[config.mk]
export PLATFORM = sky130hd
export DESIGN_NAME = line_word_streamer
export DESIGN_NICKNAME = d
export VERILOG_FILES = /design/src/rtl/line_word_streamer.sv
export SDC_FILE = /design/constraint.sdc
export NUM_CORES = 1
export LEC_CHECK = 0
export CAP_MARGIN = 20
export CORE_ASPECT_RATIO = 1.25
export CORE_MARGIN = 5
export CORE_UTILIZATION = 46
export CTS_BUF_LIST = sky130_fd_sc_hd__clkbuf_8
export DETAILED_ROUTE_END_ITERATION = 12
export HOLD_SLACK_MARGIN = 0.03
export PLACE_DENSITY = 0.85
export SLEW_MARGIN = 5
export SYNTH_ARGS = -nofsm -noshare
export SYNTH_HDL_FRONTEND = slang
export SYNTH_SLANG_ARGS = --single-unit
[constraint.sdc]
create_clock -name clk -period 4.95 [get_ports clk]
set_input_delay 0.99 -clock clk [delete_from_list [all_inputs] [get_ports clk]]
set_output_delay 0.99 -clock clk [all_outputs]
set_load 0.01 [all_outputs]
[src/rtl/line_word_streamer.sv]
// line_word_streamer: captures one cache line and streams its words out over a
// valid/ready interface, starting at a selectable word offset and running either
// critical-word-first with wrap-around or linearly to the end of the line.
module line_word_streamer #(
   parameter int WORD_W = 16,
   parameter int WORDS  = 8,
   parameter int OFF_W  = $clog2(WORDS)
) (
   input  logic                    clk,
   input  logic                    rst,
   input  logic                    load,
   output logic                    load_ready,
   input  logic [WORD_W*WORDS-1:0] line_in,
   input  logic [OFF_W-1:0]        start_off,
   input  logic                    wrap_mode,
   input  logic                    abort,
   output logic                    out_valid,
   input  logic                    out_ready,
   output logic [WORD_W-1:0]       out_word,
   output logic [OFF_W-1:0]        out_off,
   output logic                    out_last,
   output logic                    done
);

   typedef enum logic {
      IDLE   = 1'b0,
      STREAM = 1'b1
   } state_t;

   // remaining must be able to hold the full WORDS count, hence one extra bit
   localparam logic [OFF_W:0] FULL_CNT = (OFF_W+1)'(WORDS);
   localparam logic [OFF_W:0] ONE_CNT  = (OFF_W+1)'(1);

   state_t            state;
   logic [WORD_W-1:0] line_q [WORDS];
   logic [OFF_W-1:0]  idx;
   logic [OFF_W:0]    remaining;
   logic              xfer;

   // Handshake and output decode; out_word comes only from the captured line
   always_comb begin
      load_ready = (state == IDLE);
      out_valid  = (state == STREAM);
      out_last   = (state == STREAM) && (remaining == ONE_CNT);
      out_word   = line_q[idx];
      out_off    = idx;
      xfer       = out_valid && out_ready;
   end

   // Stream control FSM: capture on load, step on transfer, end on last word or abort
   always_ff @(posedge clk) begin
      if (rst) begin
         state     <= IDLE;
         idx       <= '0;
         remaining <= '0;
         done      <= 1'b0;
         for (int i = 0; i < WORDS; i++) begin
            line_q[i] <= '0;
         end
      end else begin
         done <= 1'b0;
         case (state)
            IDLE: begin
               if (load) begin
                  for (int i = 0; i < WORDS; i++) begin
                     line_q[i] <= line_in[WORD_W*i +: WORD_W];
                  end
                  idx       <= start_off;
                  remaining <= wrap_mode ? FULL_CNT : (FULL_CNT - {1'b0, start_off});
                  state     <= STREAM;
               end
            end
            STREAM: begin
               if (abort) begin
                  // a transfer in this cycle still reaches the consumer, but the stream ends silently
                  state <= IDLE;
               end else if (xfer) begin
                  // idx wraps naturally at WORDS because WORDS is a power of two
                  idx       <= idx + 1'b1;
                  remaining <= remaining - ONE_CNT;
                  if (remaining == ONE_CNT) begin
                     state <= IDLE;
                     done  <= 1'b1;
                  end
               end
            end
            default: state <= IDLE;
         endcase
      end
   end

endmodule

### After elaboration in Yosys (flattened, before gate mapping)

Memories as Yosys holds them, arrays and structs flattened. A register that Yosys moved wholly into a read port is not among the register bits.
Index checks and enable logic that the tools add are counted.

| cells by class | value |
|---|---|
| add/subtract/negate cells | 3 |
| bitwise operators | 10 |
| equal/unequal tests | 4 |
| muxes and demuxes | 30 |
| reduce and logical (&&, ||, !) cells | 4 |

Operators with widths:

| cell | count |
|---|---|
| $mux 16 | 8 |
| $mux 4 | 4 |
| $mux 3 | 5 |
| $mux 1 | 10 |
| $or 1x1->1 | 8 |
| $pmux 4 s2 | 1 |
| $pmux 3 s2 | 1 |
| $eq 4x1->1 const B | 1 |
| $ne 2x2->1 const B | 2 |
| $reduce_or 4->1 | 1 |
| $sub 4x1->4 const B | 1 |
| $sub 4x3->4 const A | 1 |
| $add 3x1->3 const B | 1 |
| $reduce_and 3->1 | 1 |
| $logic_and 1x1->1 | 2 |
| $ne 2x1->1 const B | 1 |
| $not 1->1 | 2 |
| $pmux 1 s2 | 1 |

| storage, ports and cells | value |
|---|---|
| memories kept | 1 |
| bits in writable memories | 128 |
| flip-flop bits (word level) | 9 |
| input port bits | 137 |
| output and inout port bits | 23 |
| word-level logic and storage cells | 56 |

Memory list:

| memory | words | bits a word | rd ports | clocked after memory_dff | wr ports | RTL line | text |
|---|---|---|---|---|---|---|---|
| line_q | 8 | 16 | 1 | 1 | 8 | 35 | `logic [WORD_W-1:0] line_q [WORDS];` |

### Depth between registers and ports, before layout

| logic depth | value |
|---|---|
| word-level depth | 6 |
| mapped depth | 5 |
| gate-level depth less buffers | 5 |

### Worst setup path after synthesis

Ideal clock, no wire load.

| timing | value |
|---|---|
| path kind | in2reg |
| start | input port rst |
| end | memory line_q[0][0] (enable) |
| path buffers | 2 |
| arrival | 4.619 ns |
| data required time | 4.441 ns |
| path slack | -0.179 ns |
| library setup time | 0.509 ns |
| stages | 3 |
| cell sequence | clkbuf_1 clkbuf_1 nand2b_1 |

RTL lines:

| element | RTL line | text |
|---|---|---|
| start, declared | 10 | `input logic rst,` |
| end, declared | 35 |  |

==> summary.txt <==
Synthesis
  – Post-synthesis sequential area ratio: 63.6%
  – Area leader, netlist: edfxtp_1
  – Post-synth EDFFs: 128
  – Synthesized flop and latch total: 140
  – Synth Warn #: 0
  – Syn Inst Count: 400
  – Synthesized cell area: 6420 sq um
  – Yosys top cell area share: 59.8%
  – Commonest cells in the netlist: edfxtp_1, and2_1, nor2b_1
  – Post-synth net total: 541
  – Largest cells by area after synthesis: edfxtp_1, mux4_1, and2_1
  – Yosys cell types: slightly above 40
  – Avg Cell Area, Syn: 16.1 sq um
  – Most used DFF post-synth: edfxtp_1
  – Most common cell in the netlist: edfxtp_1
  – Ys async rst share: 0%

Finish
  – Final core utilization: 62.0%
  – Nets@finish: 694
  – Finished Layout Cells: 741
  – Ant. Diodes: 0
  – Multi-input gate area: 2180 sq um
  – Fillers: 1021
  – Register area: 4090 sq um
  – Layout cells sized above 1: 10.8%
  – Layout area overhead: 32.8%

Timing
  – Pins Over Slew Limit: 0
  – Final setup viols: 0
  – Final hold vios: 0
  – RSZ-0062 raised after global routing: no
  – Final worst path period share: slightly below 80%
  – Final setup margin: 1.11 ns
  – Final min period: 3.84 ns
  – Measured slew at the worst slew-check pin: 0.942 ns
  – Skew final: 0.00671 ns
  – Slew Limit Headroom: 37.2%
  – F_max: 260 MHz
  – Setup TNS: 0 ns

Routing
  – Vias/cell: 5.27
  – DR iter-0 viols: roughly 180
  – Drt pass-1 iters: 4
  – WL per Instance: about 20 um
  – Post-Route WL: 14.5 mm
  – Post-DRT Antenna Nets: 0
  – DRC Markers: 0
  – Vias post-DR: slightly below 4000

GRT
  – Largest net degree at the start of global routing: 70
  – GRT Residual Overflow: 0
  – Number of global-route vias before repair: 4151
  – Met1 Use GR: 19.5%
  – Met2 Use GR: 34.3%
  – Initial antenna violation count: 1
  – First-pass GRT wire length: ~22 mm
  – GRT Resource Usage Total: 18.3%
  – Grt peak-use layer: met2
  – Met3 Resource Use GR: 5.87%

Setup path
  – WS Path Type: flip-flop to output pin
  – Critical path peak fanout: 32
  – R2r setup slk: 2.64 ns
  – Worst EP arrival: 2.85 ns
  – CP startpoint kind: flip-flop
  – Setup crit end kind: output pin
  – CP required: 3.96 ns

CTS
  – Max Root-Sink Buffers: 2
  – Clock sink count: 140
  – Clk_lat worst skew: between 0.4 and 0.5 ns
  – Clock Tree Root: clkbuf_8
  – Clock slew at reported path FFs: 0.08 ns
  – Post-CTS Resized: 0
  – H-tree levels: 4
  – Hold Buf Count CTS: 0
  – CTS Buf Count: 17
  – # Post-CTS Setup Buffers: 0
  – CTS tree: built

Die
  – Die height: 142 um
  – Io pins: 160
  – Die footprint: 16400 sq um
  – Row Count: 48
  – Effective utilization at floorplan: ~47%
  – Chip width: 116 um
  – Core area: 13800 sq um

Placed design
  – IO Port Bufs: between 150 and 200
  – DP HPWL: roughly 11 mm
  – GP Congestion: 0.816
  – Dpl cells: 709
  – Placement Setup Slack: 1.53 ns

Worst hold path
  – Hold Path Class: flip-flop to flip-flop

Status
  – Status: finished, final reports clean

Pwr
  – Maximum vdd drop: 0.182 mV
  – Leakage: 3.20 nW
  – Cell Pwr Density: 323 nW/um^2

Flow run
  – Maxcap violations: 0
==> cells in the final DEF, fill, tap and decap left out, types with 4 or more instances in the layout <==
cell             instances
edfxtp_1               128
and2_1                  97
ha_1                     4
nand3_1                  4
mux4_1                  28
dfxtp_1                 10
clkbuf_8                17
mux4_2                   4
nor2b_1                 33
inv_1                    8
inv_6                    5
clkdlybuf4s50_1        158
mux2_2                  16
==> metrics by stage <==
stage                     power, W  area (sq um)  hold WS, ns
after floorplan            0.00164          6420        0.466
after global routing       0.00286          8530        0.531
after CTS                  0.00277          8530        0.521
after detailed placement   0.00186          8130        0.507
after global placement     0.00184          8130        0.483
final                      0.00275          8530        0.528
==> area by class of cell <==
cell class,instances,share of cell area [%]
Timing Repair Buffer,161,18.9
Tap cell,175,2.57
Inverter,8,0.352
Multi-Input combinational cell,225,25.6
Sequential cell,140,47.9
Clock buffer,17,2.74
Clock inverter,15,1.91
==> per-layer routing <==
metal  wire length (um)  share of wire [%]
met3               1050                7.2
met2               8110                 56
met4                162                1.1
met5                 13              0.089
met1               5200                 36
==> critical path, cell delays in order (launching register included) <==
cell	delay [ns]
dfxtp_2	0.95
mux4_1	0.70
mux2_2	0.28
clkdlybuf4s50_1	0.47
==> path summary, 6_finish.rpt <==
check,startpoint,end,depth (start not counted)
setup / recovery,flip-flop,out_word[7],3
hold / removal,remaining[3],remaining[3],2
setup reg to reg,out_valid,line_q[1][10],3
hold reg to reg,remaining[3],remaining[3],2
==> flip-flops by register name (all words and copies together) (netlist names), named ones only <==
| register | flops |
|---|---|
| done | 1 |
| out_valid | 1 |
| out_off | 3 |
| remaining | 4 |
| line_q | 128 |
==> kinds of logic (layout without fill, tap and decap cells) <==
kind of cell               Yosys count  count (layout)  synth area share, %
muxes                               49              49                 15.8
AOI/OAI and AO/OA                   19              19                 2.24
buffers and inverters               35             201                 2.59
xor gates and xnor gates             1               1                0.136
adders and majority gates            4               4                0.779
and+or+nand+nor                    152             152                 14.8
DFF                                140             140                 63.6
==> where the power goes <==
| group | switching [W] | internal (W) |
|---|---|---|
| clock network | 0.000465 | 0.000457 |
| registers | 0.0000550 | 0.00140 |
| logic | 0.000133 | 0.000244 |
| total | 0.000654 | 0.00210 |
Power figures use the tool's default switching activity.
